## config.mk

```make
export PLATFORM = sky130hd
export DESIGN_NAME = framebuffer_write_responder
export DESIGN_NICKNAME = d
export VERILOG_FILES = /design/src/rtl/framebuffer_write_responder.sv
export SDC_FILE = /design/constraint.sdc
export NUM_CORES = 1
export LEC_CHECK = 0
export ABC_AREA = 0
export CAP_MARGIN = 10
export CORE_MARGIN = 2
export CORE_UTILIZATION = 45
export DETAILED_ROUTE_END_ITERATION = 8
export GPL_ROUTABILITY_DRIVEN = 1
export GPL_TIMING_DRIVEN = 0
export PLACE_DENSITY = 0.76
export SYNTH_ARGS = -nofsm -noshare
export SYNTH_HDL_FRONTEND = slang
export SYNTH_SLANG_ARGS = --single-unit
```

## constraint.sdc

```tcl
create_clock -name clk -period 3.75 [get_ports clk]
set_input_delay 0.75 -clock clk [delete_from_list [all_inputs] [get_ports clk]]
set_output_delay 0.75 -clock clk [all_outputs]
set_load 0.01 [all_outputs]
```

## src/rtl/framebuffer_write_responder.sv

```systemverilog
// ---------------------------------------------------------------------------
// framebuffer_write_responder
//
// Accepts pixel write requests (x, y, value) from a drawing core, discards
// requests that fall outside the visible raster, converts in-bounds requests
// to a linear framebuffer word address and queues them towards a shared
// memory write port. The memory port may refuse a write in any cycle
// (scanout has priority), so the queue absorbs those stalls and pushes
// backpressure to the core through fb_wr_ready.
//
// Datapath:
//   core request -> [bounds check + address calc] -> stage register
//                -> DEPTH-entry FIFO -> memory write port
//
// Handshakes (both sides):
//   Core side  : a request transfers on a rising edge where fb_wr_en=1 and
//                fb_wr_ready=1. fb_wr_ready depends on registered state only,
//                so the core may legally compute fb_wr_en from it. While
//                fb_wr_ready=0 the core holds its request unchanged.
//   Memory side: mem_wr_en=1 presents the FIFO head on mem_addr/mem_wr_data;
//                the write transfers on an edge where mem_wr_grant=1. The
//                presented word stays stable until granted. A grant while
//                mem_wr_en=0 is ignored.
//
// Ports:
//   clk, reset           single rising-edge clock, synchronous active-high reset
//   fb_wr_pxl_x/_y       pixel column/row (16 bit)
//   fb_wr_pxl_value      pixel value (PXL_W bits)
//   fb_wr_en             core request strobe
//   fb_wr_ready          responder can accept a request this cycle
//   mem_addr             framebuffer word address of the FIFO head
//   mem_wr_data          pixel value of the FIFO head
//   mem_wr_en            FIFO head is valid and requests the memory port
//   mem_wr_grant         memory port takes the head this cycle
//   dropped_count        saturating count of out-of-bounds requests discarded
//   busy                 some accepted write has not yet been granted
// ---------------------------------------------------------------------------
module framebuffer_write_responder #(
    parameter int H_RES  = 640,
    parameter int V_RES  = 480,
    parameter int PXL_W  = 12,
    parameter int DEPTH  = 4,
    parameter int ADDR_W = 19
) (
    input  logic              clk,
    input  logic              reset,
    input  logic [15:0]       fb_wr_pxl_x,
    input  logic [15:0]       fb_wr_pxl_y,
    input  logic [PXL_W-1:0]  fb_wr_pxl_value,
    input  logic              fb_wr_en,
    output logic              fb_wr_ready,
    output logic [ADDR_W-1:0] mem_addr,
    output logic [PXL_W-1:0]  mem_wr_data,
    output logic              mem_wr_en,
    input  logic              mem_wr_grant,
    output logic [15:0]       dropped_count,
    output logic              busy
);

    // Pointer width indexes DEPTH entries; the count needs one more bit so
    // that a completely full FIFO (count == DEPTH) is representable.
    localparam int PTR_W = (DEPTH > 1) ? $clog2(DEPTH) : 1;
    localparam int CNT_W = PTR_W + 1;

    // -----------------------------------------------------------------------
    // State
    // -----------------------------------------------------------------------
    logic              stage_valid_q, stage_valid_d;
    logic [ADDR_W-1:0] stage_addr_q,  stage_addr_d;
    logic [PXL_W-1:0]  stage_data_q,  stage_data_d;

    logic [PTR_W-1:0]  wr_ptr_q, wr_ptr_d;
    logic [PTR_W-1:0]  rd_ptr_q, rd_ptr_d;
    logic [CNT_W-1:0]  count_q,  count_d;

    logic [15:0]       dropped_q, dropped_d;

    // FIFO storage is not reset: an entry is only ever observed while the
    // count says it is valid, and the head outputs are gated to zero when
    // the FIFO is empty.
    logic [ADDR_W-1:0] fifo_addr_q [DEPTH];
    logic [PXL_W-1:0]  fifo_data_q [DEPTH];

    // -----------------------------------------------------------------------
    // Request side
    // -----------------------------------------------------------------------
    logic              in_bounds;
    logic              accept;
    logic [ADDR_W-1:0] req_addr;
    logic [CNT_W:0]    occupancy;

    // Entries in flight = FIFO contents plus the stage register. The stage
    // always drains into the FIFO on the next edge, so it must be counted
    // against FIFO space before a new request is taken.
    assign occupancy   = {1'b0, count_q} + {{CNT_W{1'b0}}, stage_valid_q};
    assign fb_wr_ready = (occupancy < (CNT_W+1)'(DEPTH));

    // A request in a reset cycle is never accepted; reset also wins inside
    // the sequential block, this keeps the intent explicit at the source.
    assign accept = fb_wr_en & fb_wr_ready & ~reset;

    assign in_bounds = (32'(fb_wr_pxl_x) < 32'(H_RES)) &&
                       (32'(fb_wr_pxl_y) < 32'(V_RES));

    // Linear address y*H_RES + x, computed directly at ADDR_W bits so the
    // result is the full product truncated modulo 2^ADDR_W.
    assign req_addr = ADDR_W'(fb_wr_pxl_y) * ADDR_W'(H_RES) + ADDR_W'(fb_wr_pxl_x);

    // -----------------------------------------------------------------------
    // FIFO control
    // -----------------------------------------------------------------------
    logic fifo_nonempty;
    logic push;
    logic pop;

    assign fifo_nonempty = (count_q != '0);
    // The stage never stalls: a valid stage entry always enters the FIFO.
    // The ready rule above guarantees there is room for it.
    assign push = stage_valid_q;
    assign pop  = fifo_nonempty & mem_wr_grant;

    always_comb begin
        stage_valid_d = 1'b0;
        stage_addr_d  = stage_addr_q;
        stage_data_d  = stage_data_q;
        dropped_d     = dropped_q;
        wr_ptr_d      = wr_ptr_q;
        rd_ptr_d      = rd_ptr_q;
        count_d       = count_q;

        if (accept) begin
            if (in_bounds) begin
                stage_valid_d = 1'b1;
                stage_addr_d  = req_addr;
                stage_data_d  = fb_wr_pxl_value;
            end else if (dropped_q != 16'hFFFF) begin
                dropped_d = dropped_q + 16'd1;
            end
        end

        // Pointers are PTR_W bits wide and DEPTH is a power of two, so the
        // natural binary wrap is the modulo-DEPTH wrap.
        if (push) begin
            wr_ptr_d = wr_ptr_q + PTR_W'(1);
        end
        if (pop) begin
            rd_ptr_d = rd_ptr_q + PTR_W'(1);
        end

        // Simultaneous push and pop leaves the count unchanged.
        case ({push, pop})
            2'b10:   count_d = count_q + CNT_W'(1);
            2'b01:   count_d = count_q - CNT_W'(1);
            default: count_d = count_q;
        endcase
    end

    // -----------------------------------------------------------------------
    // Registers
    // -----------------------------------------------------------------------
    always_ff @(posedge clk) begin
        if (reset) begin
            stage_valid_q <= 1'b0;
            stage_addr_q  <= '0;
            stage_data_q  <= '0;
            wr_ptr_q      <= '0;
            rd_ptr_q      <= '0;
            count_q       <= '0;
            dropped_q     <= '0;
        end else begin
            stage_valid_q <= stage_valid_d;
            stage_addr_q  <= stage_addr_d;
            stage_data_q  <= stage_data_d;
            wr_ptr_q      <= wr_ptr_d;
            rd_ptr_q      <= rd_ptr_d;
            count_q       <= count_d;
            dropped_q     <= dropped_d;
        end
    end

    always_ff @(posedge clk) begin
        if (!reset && push) begin
            fifo_addr_q[wr_ptr_q] <= stage_addr_q;
            fifo_data_q[wr_ptr_q] <= stage_data_q;
        end
    end

    // -----------------------------------------------------------------------
    // Outputs
    // -----------------------------------------------------------------------
    assign mem_wr_en     = fifo_nonempty;
    assign mem_addr      = fifo_nonempty ? fifo_addr_q[rd_ptr_q] : '0;
    assign mem_wr_data   = fifo_nonempty ? fifo_data_q[rd_ptr_q] : '0;
    assign dropped_count = dropped_q;
    assign busy          = stage_valid_q | fifo_nonempty;

endmodule

```

==> results of run 1 <==
==> final cells by class <==
type / count / share of cell area (%)
Inverter: 16 / 0.608
Sequential cell: 181 / 49.2
Tap cell: 225 / 2.85
Buffer: 24 / 0.987
Clock buffer: 17 / 4.30
Clock inverter: 15 / 2.05
Multi-Input combinational cell: 366 / 29.9
Timing Repair Buffer: 100 / 10.1
==> cells by family (layout without fill, tap and decap cells) <==
logic type,count (synthesis),count (layout),synth area share [%]
fa+ha+maj,36,36,5.93
simple gates,188,188,12.5
flops,181,181,61.0
compound gates,77,77,6.01
mux,32,32,8.88
xor+xnor,33,33,3.63
buf+inv,40,172,1.98
==> worst max path at each step <==
stage                   start                to  slack (ps)  cells past startpoint
6_report       fb_wr_pxl_y[1]  stage_addr_q[18]         150                     15
5_1_grt        fb_wr_pxl_y[1]  stage_addr_q[18]          10                     15
4_1_cts        fb_wr_pxl_y[1]  stage_addr_q[18]         100                     15
3_5_place_dp   fb_wr_pxl_y[1]  stage_addr_q[18]        -340                     15
3_3_place_gp   fb_wr_pxl_y[1]  stage_addr_q[18]        -260                     15
2_1_floorplan  fb_wr_pxl_y[1]  stage_addr_q[18]         410                     14
==> through the flow <==
step,cells,util (%),hold WS [ps],TNS (ps),worst slack (ps)
2_1_floorplan,587,-,452,0,407
3_3_place_gp,909,53.3,470,-15290,-257
3_5_place_dp,909,53.4,486,-605,-337
4_1_cts,941,57.0,502,0,95.8
5_1_grt,944,57.1,524,0,11.4
6_report,944,57.1,507,0,147
==> power breakdown <==
part	total, W	leakage, nW	internal (W)	switching (W)
Combinational	0.000371	1.42	0.000184	0.000187
Sequential	0.00211	1.75	0.00211	0.00000236
Clock	0.00187	0.298	0.00112	0.000745
==> registers in the layout, summed over array words and instances (netlist names), named ones only <==
signal and count:
wr_ptr_q 2, push 1, fifo_data_q 48, fifo_addr_q 76, dropped_count 16, count_q 3
stage_data_q 12, rd_ptr_q 2, stage_addr_q 19
==> metal layers <==
metal | GRT usage, % | vias to the layer above
li1 | - | 2401
met3 | 3.81 | 33
met1 | 23.3 | 2472
met5 | 0 | -
met4 | 7.39 | 0
met2 | 31.1 | 176
==> what timing repair did <==
item | 4_1_cts | 5_1_grt
buffers inserted | 0 | 3
setup endpoints to repair | 0 | 1
gates resized for setup | 0 | 2
==> placed cells by master, fill, tap and decap left out, types with 4 or more instances in the layout <==
cell type        count
clkinvlp_4           4
and2_2               4
ha_1                32
dfxtp_1             57
nor4b_1              4
nand3_1              7
and2_1              32
clkbuf_16           17
nand2b_1            24
nor2_1              37
clkbuf_1            17
bufinv_16            4
inv_1               15
o21a_1               5
xor2_1               7
clkdlybuf4s50_1     97
nand3b_1             6
o21ai_0              6
buf_2                6
mux4_2              31
nand4_1              4
o21ai_1             31
nand2_1             38
a21oi_1             13
edfxtp_1           124
nor4_1               8
nor3_1               7
xnor2_1             26
or3_1                4
==> flow_summary.yaml, run 1 <==
run_status:
  status: "finished clean"
placed_design:
  placed_area_um2: 9230
  dp_hpwl_um: 11000
  gp_congestion: 0.835
  portBuffers: 97
yosys:
  avgSynthCellArea_um2: 13.6
  yosysMostFrequentCell: "edfxtp_1"
  synth.largest_area_cell: "edfxtp_1"
  synth_edf_count: 124
  syn-cell-area_um2: 7970
  yosysSeqAreaShare_pct: 61.0
  yosys_warnings: 0
  synth_area_leaders: "edfxtp_1 (47%), dfxtp_1 (14%), mux4_2 (8.8%)"
  synth-seq-cells: 181
  synthCells: 587
  ys.flop_type: "edfxtp_1"
  synth_top_area_share_pct: 46.7
  synthTopCellsByCount: "edfxtp_1 (124), dfxtp_1 (57), nand2_1 (39), nor2_1 (37), and2_1 (36)"
  synth_nets: 671
  synthDistinctLibCells: 49
  postSynth.asyncResetShare_pct: 0
cts:
  clock_latency_ps: 430
  htree_num_levels: 4
  hold_buffers: 0
  cts_root_buf: "clkbuf_16"
  cts_buffers: 17
  path_clk_slew_ps: 70
  cts.sinks: 181
  clockBufferDepth: 2
  cts_tree: "done"
timing:
  setup_viol: 0
  max_freq_mhz: 278
  period_share_pct: 96.1
  worst_pin_slew_ps: 908
  rsz0062_at_grt: "no"
  hold_violations: 0
  maxSlewViolCount: 0
  skew_ps: 9.64
  max_slew_margin_pct: 39.5
  min_period_ps: 3600
die:
  die_w_um: 137
  fp.dieArea_um2: 18800
  rows: 48
  pin_count: 98
  core-area_um2: 17300
  die_height_um: 137
  initial_core_util_pct: 46.1
final_layout:
  fillers: 1355
  multi_input_area_um2: 2960
  drive_gt1_share_pct: 11.4
  final_area_um2: 9880
  final_nets: 790
  n_antenna_cell: 0
  area_growth_pct: 24.0
  regArea_um2: 4860
worst_setup_path:
  cp_cell_sequence: "clkdlybuf4s50_1 > ha_1 > ha_1 > inv_1 > fa_1 > and2b_1 > o21a_1 > nor2_1 > xnor2_1 > ha_2 > nand2_1 > o21bai_1 > nand2_2 > a2111o_1 > a31o_1"
  rrSetupSlack_ps: 1420
  critPathKind: "primary input to flop"
  cp_common_cell: "ha_1"
  cp_data_required_time_ps: 4070
  rr_worst_depth: 8
  reg2reg_to: "count_q[2]"
  cp_max_fo: 3
  cp_num_buf_inv: 2
  max_stage_delay_ps: 460
  worstReg2RegStart: "count_q[0]"
  cp-end-kind: "flop"
  crit_arrival_ps: 3930
  slowest_stage: "clkdlybuf4s50_1"
  cp-start-kind: "primary input"
  path_delay_family: "adder cells"
grt:
  grt-ovfl-total: 0
  grt_pass1_vias: 5198
  grt_max_degree: 32
  antenna_found_initial: 0
  grt_pass1_wl_um: 26100
  grtUsageTotal_pct: 18.4
routing:
  wl_met3_um: 989
  vias_per_cell: 5.38
  wl_per_cell_um: 17.6
  first_pass_iters: 5
  wl_met2_um: 8130
  dr.first_iter.drc_count: 338
  top_layer: "met4"
  wl_um: 16600
  drc: 0
  num_vias: 5082
  met1_length_um: 7120
  final_antenna_net_count: 0
hold_path:
  hold-path-endpoint: "fifo_addr_q[1][3]"
  hp-start: "stage_addr_q[3]"
  hold_path_class: "flop to flop"
  min_path_cells: 0
power:
  fin_total_pwr_w: 0.00435
  power.density_nw_per_um2: 440
  p_leak_nw: 3.48
  ir_drop_mv: 0.353
flow_run:
  drv_cap: 0
Power figures use the tool's default switching activity.
==> run 2: changes to the inputs <==
--- a/config.mk
+++ b/config.mk
@@ -7,7 +7,6 @@
 export LEC_CHECK = 0
 export ABC_AREA = 0
 export CAP_MARGIN = 10
-export CORE_MARGIN = 2
 export CORE_UTILIZATION = 45
 export DETAILED_ROUTE_END_ITERATION = 8
 export GPL_ROUTABILITY_DRIVEN = 1
==> run 2 against run 1 <==
  * First-iteration DRC count fell by 13%
  * Via count fell by 0.37%
  * Power fell by 4.4%
  * Largest cell class unchanged
  * Final area fell by 0.75%
==> flow_summary.yaml, run 2 (same netlist as run 1, synthesis figures left out) <==
routing:
  final_antenna_net_count: 0
  wl_met3_um: 804
  num_vias: 5063
  wl_um: 16200
  vias_per_cell: 5.37
  first_pass_iters: 4
  dr.first_iter.drc_count: 294
  wl_met2_um: 8110
  top_layer: "met4"
  met1_length_um: 7100
  wl_per_cell_um: 17.2
  drc: 0
grt:
  grt_pass1_vias: 5138
  grt-ovfl-total: 0
  grt_max_degree: 32
  antenna_found_initial: 0
  grt_pass1_wl_um: 25600
  grtUsageTotal_pct: 18.8
worst_setup_path:
  cp_data_required_time_ps: 4080
  cp_num_buf_inv: 2
  critPathKind: "primary input to flop"
  cp-end-kind: "flop"
  max_stage_delay_ps: 460
  cp_common_cell: "ha_1"
  cp_cell_sequence: "clkdlybuf4s50_1 > ha_1 > ha_1 > inv_1 > fa_1 > and2b_1 > o21a_1 > nor2_1 > xnor2_1 > ha_1 > nand2_1 > o21bai_1 > nand2_2 > a2111o_1 > a31o_1"
  cp_max_fo: 3
  crit_arrival_ps: 3930
  slowest_stage: "clkdlybuf4s50_1"
  cp-start-kind: "primary input"
  path_delay_family: "adder cells"
timing:
  maxSlewViolCount: 0
  worst_pin_slew_ps: 910
  rsz0062_at_grt: "no"
  fin_hold_ws_ps: 502
  setup_viol: 0
  tns_ps: 0
  min_period_ps: 3610
  max_freq_mhz: 277
  period_share_pct: 96.2
  hold_violations: 0
  skew_ps: 12.9
  max_slew_margin_pct: 39.3
final_layout:
  final_nets: 788
  layout_commonest_cell: "edfxtp_1"
  fin_cells: 942
  largest_reg_flops: 76
  area_growth_pct: 23.1
  drive_gt1_share_pct: 10.9
  fin_util_pct: 56.7
  fillers: 1369
  regMostFlops: "fifo_addr_q"
  final_cell_mix: "edfxtp_1 (124), clkdlybuf4s50_1 (97), dfxtp_1 (57)"
  n_antenna_cell: 0
  top_regs: "fifo_addr_q: 76 flops, fifo_data_q: 48 flops, stage_addr_q: 19 flops"
power:
  power.density_nw_per_um2: 423
  fin_total_pwr_w: 0.00415
  p_leak_nw: 3.44
  ir_drop_mv: 0.346
placed_design:
  dp_hpwl_um: 10900
  gp_congestion: 0.828
  dp.cells: 909
  portBuffers: 97
die:
  core-area_um2: 17300
  rows: 48
  die_height_um: 135
  die_w_um: 135
  fp.dieArea_um2: 18300
  pin_count: 98
  initial_core_util_pct: 46.1
cts:
  cts_buffers: 17
  cts_tree: "done"
  cts_root_buf: "clkbuf_16"
  clock_latency_ps: 430
  path_clk_slew_ps: 60
  cts.sinks: 181
  htree_num_levels: 4
  hold_buffers: 0
  clockBufferDepth: 2
flow_run:
  drv_cap: 0
hold_path:
  hold_path_class: "flop to flop"
run_status:
  status: "finished clean"
-- run 2: changes by cell type in the layout (fill, tap and decap cells not counted), sizes merged --
cell,before,now
clkinv,3,4
clkinvlp,4,3
inv,20,22
clkbuf,34,35
bufinv,4,1
buf,10,8
-- run 2: area by class of cell --
class	instances	area, um^2	area share, %
Buffer	24	97.6	0.995
Clock buffer	18	429	4.37
Clock inverter	14	143	1.45
Inverter	16	60.1	0.612
Multi-Input combinational cell	366	2960	30.1
Sequential cell	181	4860	49.6
Tap cell	225	282	2.87
Timing Repair Buffer	98	978	9.97
-- run 2: repair_timing --
item / 4_1_cts / 5_1_grt
buffers inserted: 0 / 1
resized for setup: 0 / 1
setup endpoints to repair: 0 / 1
-- run 2: stage by stage --
step	setup WS, ps	area, um^2
after detailed placement	-325	9230
after CTS	119	9800
final	143	9810
after global routing	3.54	9810
after global placement	-257	9220
after floorplan	407	7970
-- run 2: worst paths after layout --
check | from | to | slack [ps] | cells past startpoint
setup / recovery | fb_wr_pxl_y[1] | stage_addr_q[18] | 140 | 15
hold reg to reg | stage_addr_q[6] | fifo_addr_q[0][6] | 500 | 0
hold / removal | stage_addr_q[6] | fifo_addr_q[0][6] | 500 | 0
setup reg to reg | count_q[0] | count_q[2] | 1430 | 8
-- run 2: layer usage --
layer	vias up	global-route usage [%]
li1	2405	-
met1	2503	22.8
met2	138	33.1
met3	17	4.24
met4	0	6.18
met5	-	0
-- run 2: worst register-to-register path, cell delays in order, from the launching register on --
cell,delay (ps)
dfxtp_1,390
or3_1,340
and2_1,240
ha_1,200
inv_1,60
fa_1,380
xor2_1,170
or3_1,330
a21oi_1,140
-- run 2: where the power goes --
group	total, W	switching (W)	internal (W)
logic	0.000352	0.000177	0.000175
registers	0.00211	0.00000238	0.00211
clock network	0.00169	0.000761	0.000932
total	0.00415	0.000940	0.00321
==> run 3: changes to the inputs <==
--- a/config.mk
+++ b/config.mk
@@ -7,11 +7,12 @@
 export LEC_CHECK = 0
 export ABC_AREA = 0
 export CAP_MARGIN = 10
-export CORE_UTILIZATION = 45
+export CORE_MARGIN = 2
+export CORE_UTILIZATION = 40
 export DETAILED_ROUTE_END_ITERATION = 8
 export GPL_ROUTABILITY_DRIVEN = 1
 export GPL_TIMING_DRIVEN = 0
-export PLACE_DENSITY = 0.76
+export PLACE_DENSITY = 0.7
 export SYNTH_ARGS = -nofsm -noshare
 export SYNTH_HDL_FRONTEND = slang
 export SYNTH_SLANG_ARGS = --single-unit
==> run 3 against run 2 <==
  * First-iteration DRC count rose by 19%
  * Sequential share of layout area fell by 0.25 points
  * Highest routed layer unchanged
  * Largest power group unchanged
  * Combinational power rose by 3%
  * Cell count rose by 4.2%
  * Critical endpoint unchanged
  * Worst setup slack improved by 46 ps
==> flow_summary.yaml, run 3 (same netlist as run 1, synthesis figures left out) <==
timing:
  maxSlewViolCount: 0
  max_freq_mhz: 281
  setup_viol: 0
  min_period_ps: 3560
  max_slew_margin_pct: 39.5
  fin_hold_ws_ps: 506
  hold_violations: 0
  period_share_pct: 94.9
  worst_pin_slew_ps: 908
  skew_ps: 11.1
cts:
  hold_buffers: 0
  cts_tree: "done"
  htree_num_levels: 4
  cts.sinks: 181
  clock_latency_ps: 420
  cts_root_buf: "clkbuf_16"
  cts_buffers: 17
  path_clk_slew_ps: 70
  clockBufferDepth: 2
worst_setup_path:
  cp_data_required_time_ps: 4070
  critPathKind: "primary input to flop"
  critPathLaunch: "fb_wr_pxl_y[3]"
  cp_max_fo: 3
  cp-end-kind: "flop"
  cp-start-kind: "primary input"
  crit_arrival_ps: 3880
  worstReg2RegStart: "count_q[0]"
routing:
  wl_per_cell_um: 16.7
  final_antenna_net_count: 0
  top_layer: "met4"
  wl_um: 16400
  wl_met2_um: 8060
  dr.first_iter.drc_count: 349
  drc: 0
  vias_per_cell: 5.09
  met1_length_um: 7350
  first_pass_iters: 5
  wl_met3_um: 874
  num_vias: 4998
final_layout:
  final_nets: 788
  n_antenna_cell: 0
  area_growth_pct: 23.7
  top_regs: "fifo_addr_q: 76 flops, fifo_data_q: 48 flops, stage_addr_q: 19 flops"
  largest_reg_flops: 76
  final_cell_mix: "edfxtp_1 (124), clkdlybuf4s50_1 (96), dfxtp_1 (57)"
  layout_commonest_cell: "edfxtp_1"
  regMostFlops: "fifo_addr_q"
  drive_gt1_share_pct: 10.9
placed_design:
  dp_hpwl_um: 11200
  gp_congestion: 0.808
  portBuffers: 97
die:
  fp.dieArea_um2: 21100
  initial_core_util_pct: 40.8
  core-area_um2: 19500
  die_height_um: 145
  pin_count: 98
  rows: 51
  die_w_um: 145
power:
  power.density_nw_per_um2: 420
  fin_total_pwr_w: 0.00414
  p_leak_nw: 3.45
  ir_drop_mv: 0.473
hold_path:
  hold_path_class: "flop to flop"
  hp-start: "stage_data_q[6]"
grt:
  grtUsageTotal_pct: 16.3
  grt_max_degree: 32
  antenna_found_initial: 0
  grt_pass1_wl_um: 26600
  grt_pass1_vias: 5008
  grt-ovfl-total: 0
flow_run:
  drv_cap: 0
run_status:
  status: "finished clean"
==> run 3: layout make-up <==
cell class	instances	area [um^2]
buffer	24	97.6
fill	1698	9670
clock inverter	15	143
tap	265	332
timing repair buffer	98	981
sequential	181	4860
clock buffer	17	425
inverter	16	60.1
multi-input combinational	366	2960
==> run 3: routing by layer <==
layer	vias to the layer above	GRT usage (%)
li1	2416	-
met1	2443	21.1
met2	130	27.6
met3	9	4.21
met4	0	3.58
met5	-	0
==> run 3: power breakdown <==
| part | switching [W] | total, W | internal [W] | leakage, nW |
|---|---|---|---|---|
| clock | 0.000795 | 0.00167 | 0.000877 | 0.273 |
| sequential | 0.00000266 | 0.00211 | 0.00211 | 1.75 |
| combinational | 0.000184 | 0.000362 | 0.000178 | 1.42 |
| total | 0.000981 | 0.00414 | 0.00316 | 3.45 |
==> run 3: final timing paths <==
check / endpoint / slack (ps) / depth (start not counted)
worst max-delay path: stage_addr_q[18] / 190 / 15
worst min-delay path: stage_data_q[6] / 510 / 2
worst max register to register: count_q[2] / 1460 / 8
worst min register to register: stage_data_q[6] / 510 / 2
==> run 3: worst max-delay path: stages <==
cell	delay, ps
clkdlybuf4s50_1	440
ha_1	290
ha_1	160
inv_1	50
fa_1	390
and2b_1	250
o21a_1	120
nor2_1	50
xnor2_1	120
ha_1	300
nand2_1	60
o21bai_1	170
nand2_2	100
a2111o_1	390
a31o_1	210
==> run 3: repair_timing <==
action / CTS / global route
setup endpoints to repair: 0 / 1
setup buffers: 0 / 1
gates resized for setup: 0 / 2
==> run 3: through the flow <==
step / utilization, % / setup WS (ps) / std cells / area, um^2 / setup TNS, ps
floorplan: - / 407 / 587 / 7970 / 0
global placement: 47.5 / -266 / 949 / 9270 / -23930
detailed placement: 47.5 / -315 / 949 / 9280 / -686
CTS: 50.4 / 132 / 981 / 9850 / 0
global route: 50.5 / -14.0 / 982 / 9860 / -14.0
finish: 50.5 / 189 / 982 / 9860 / 0
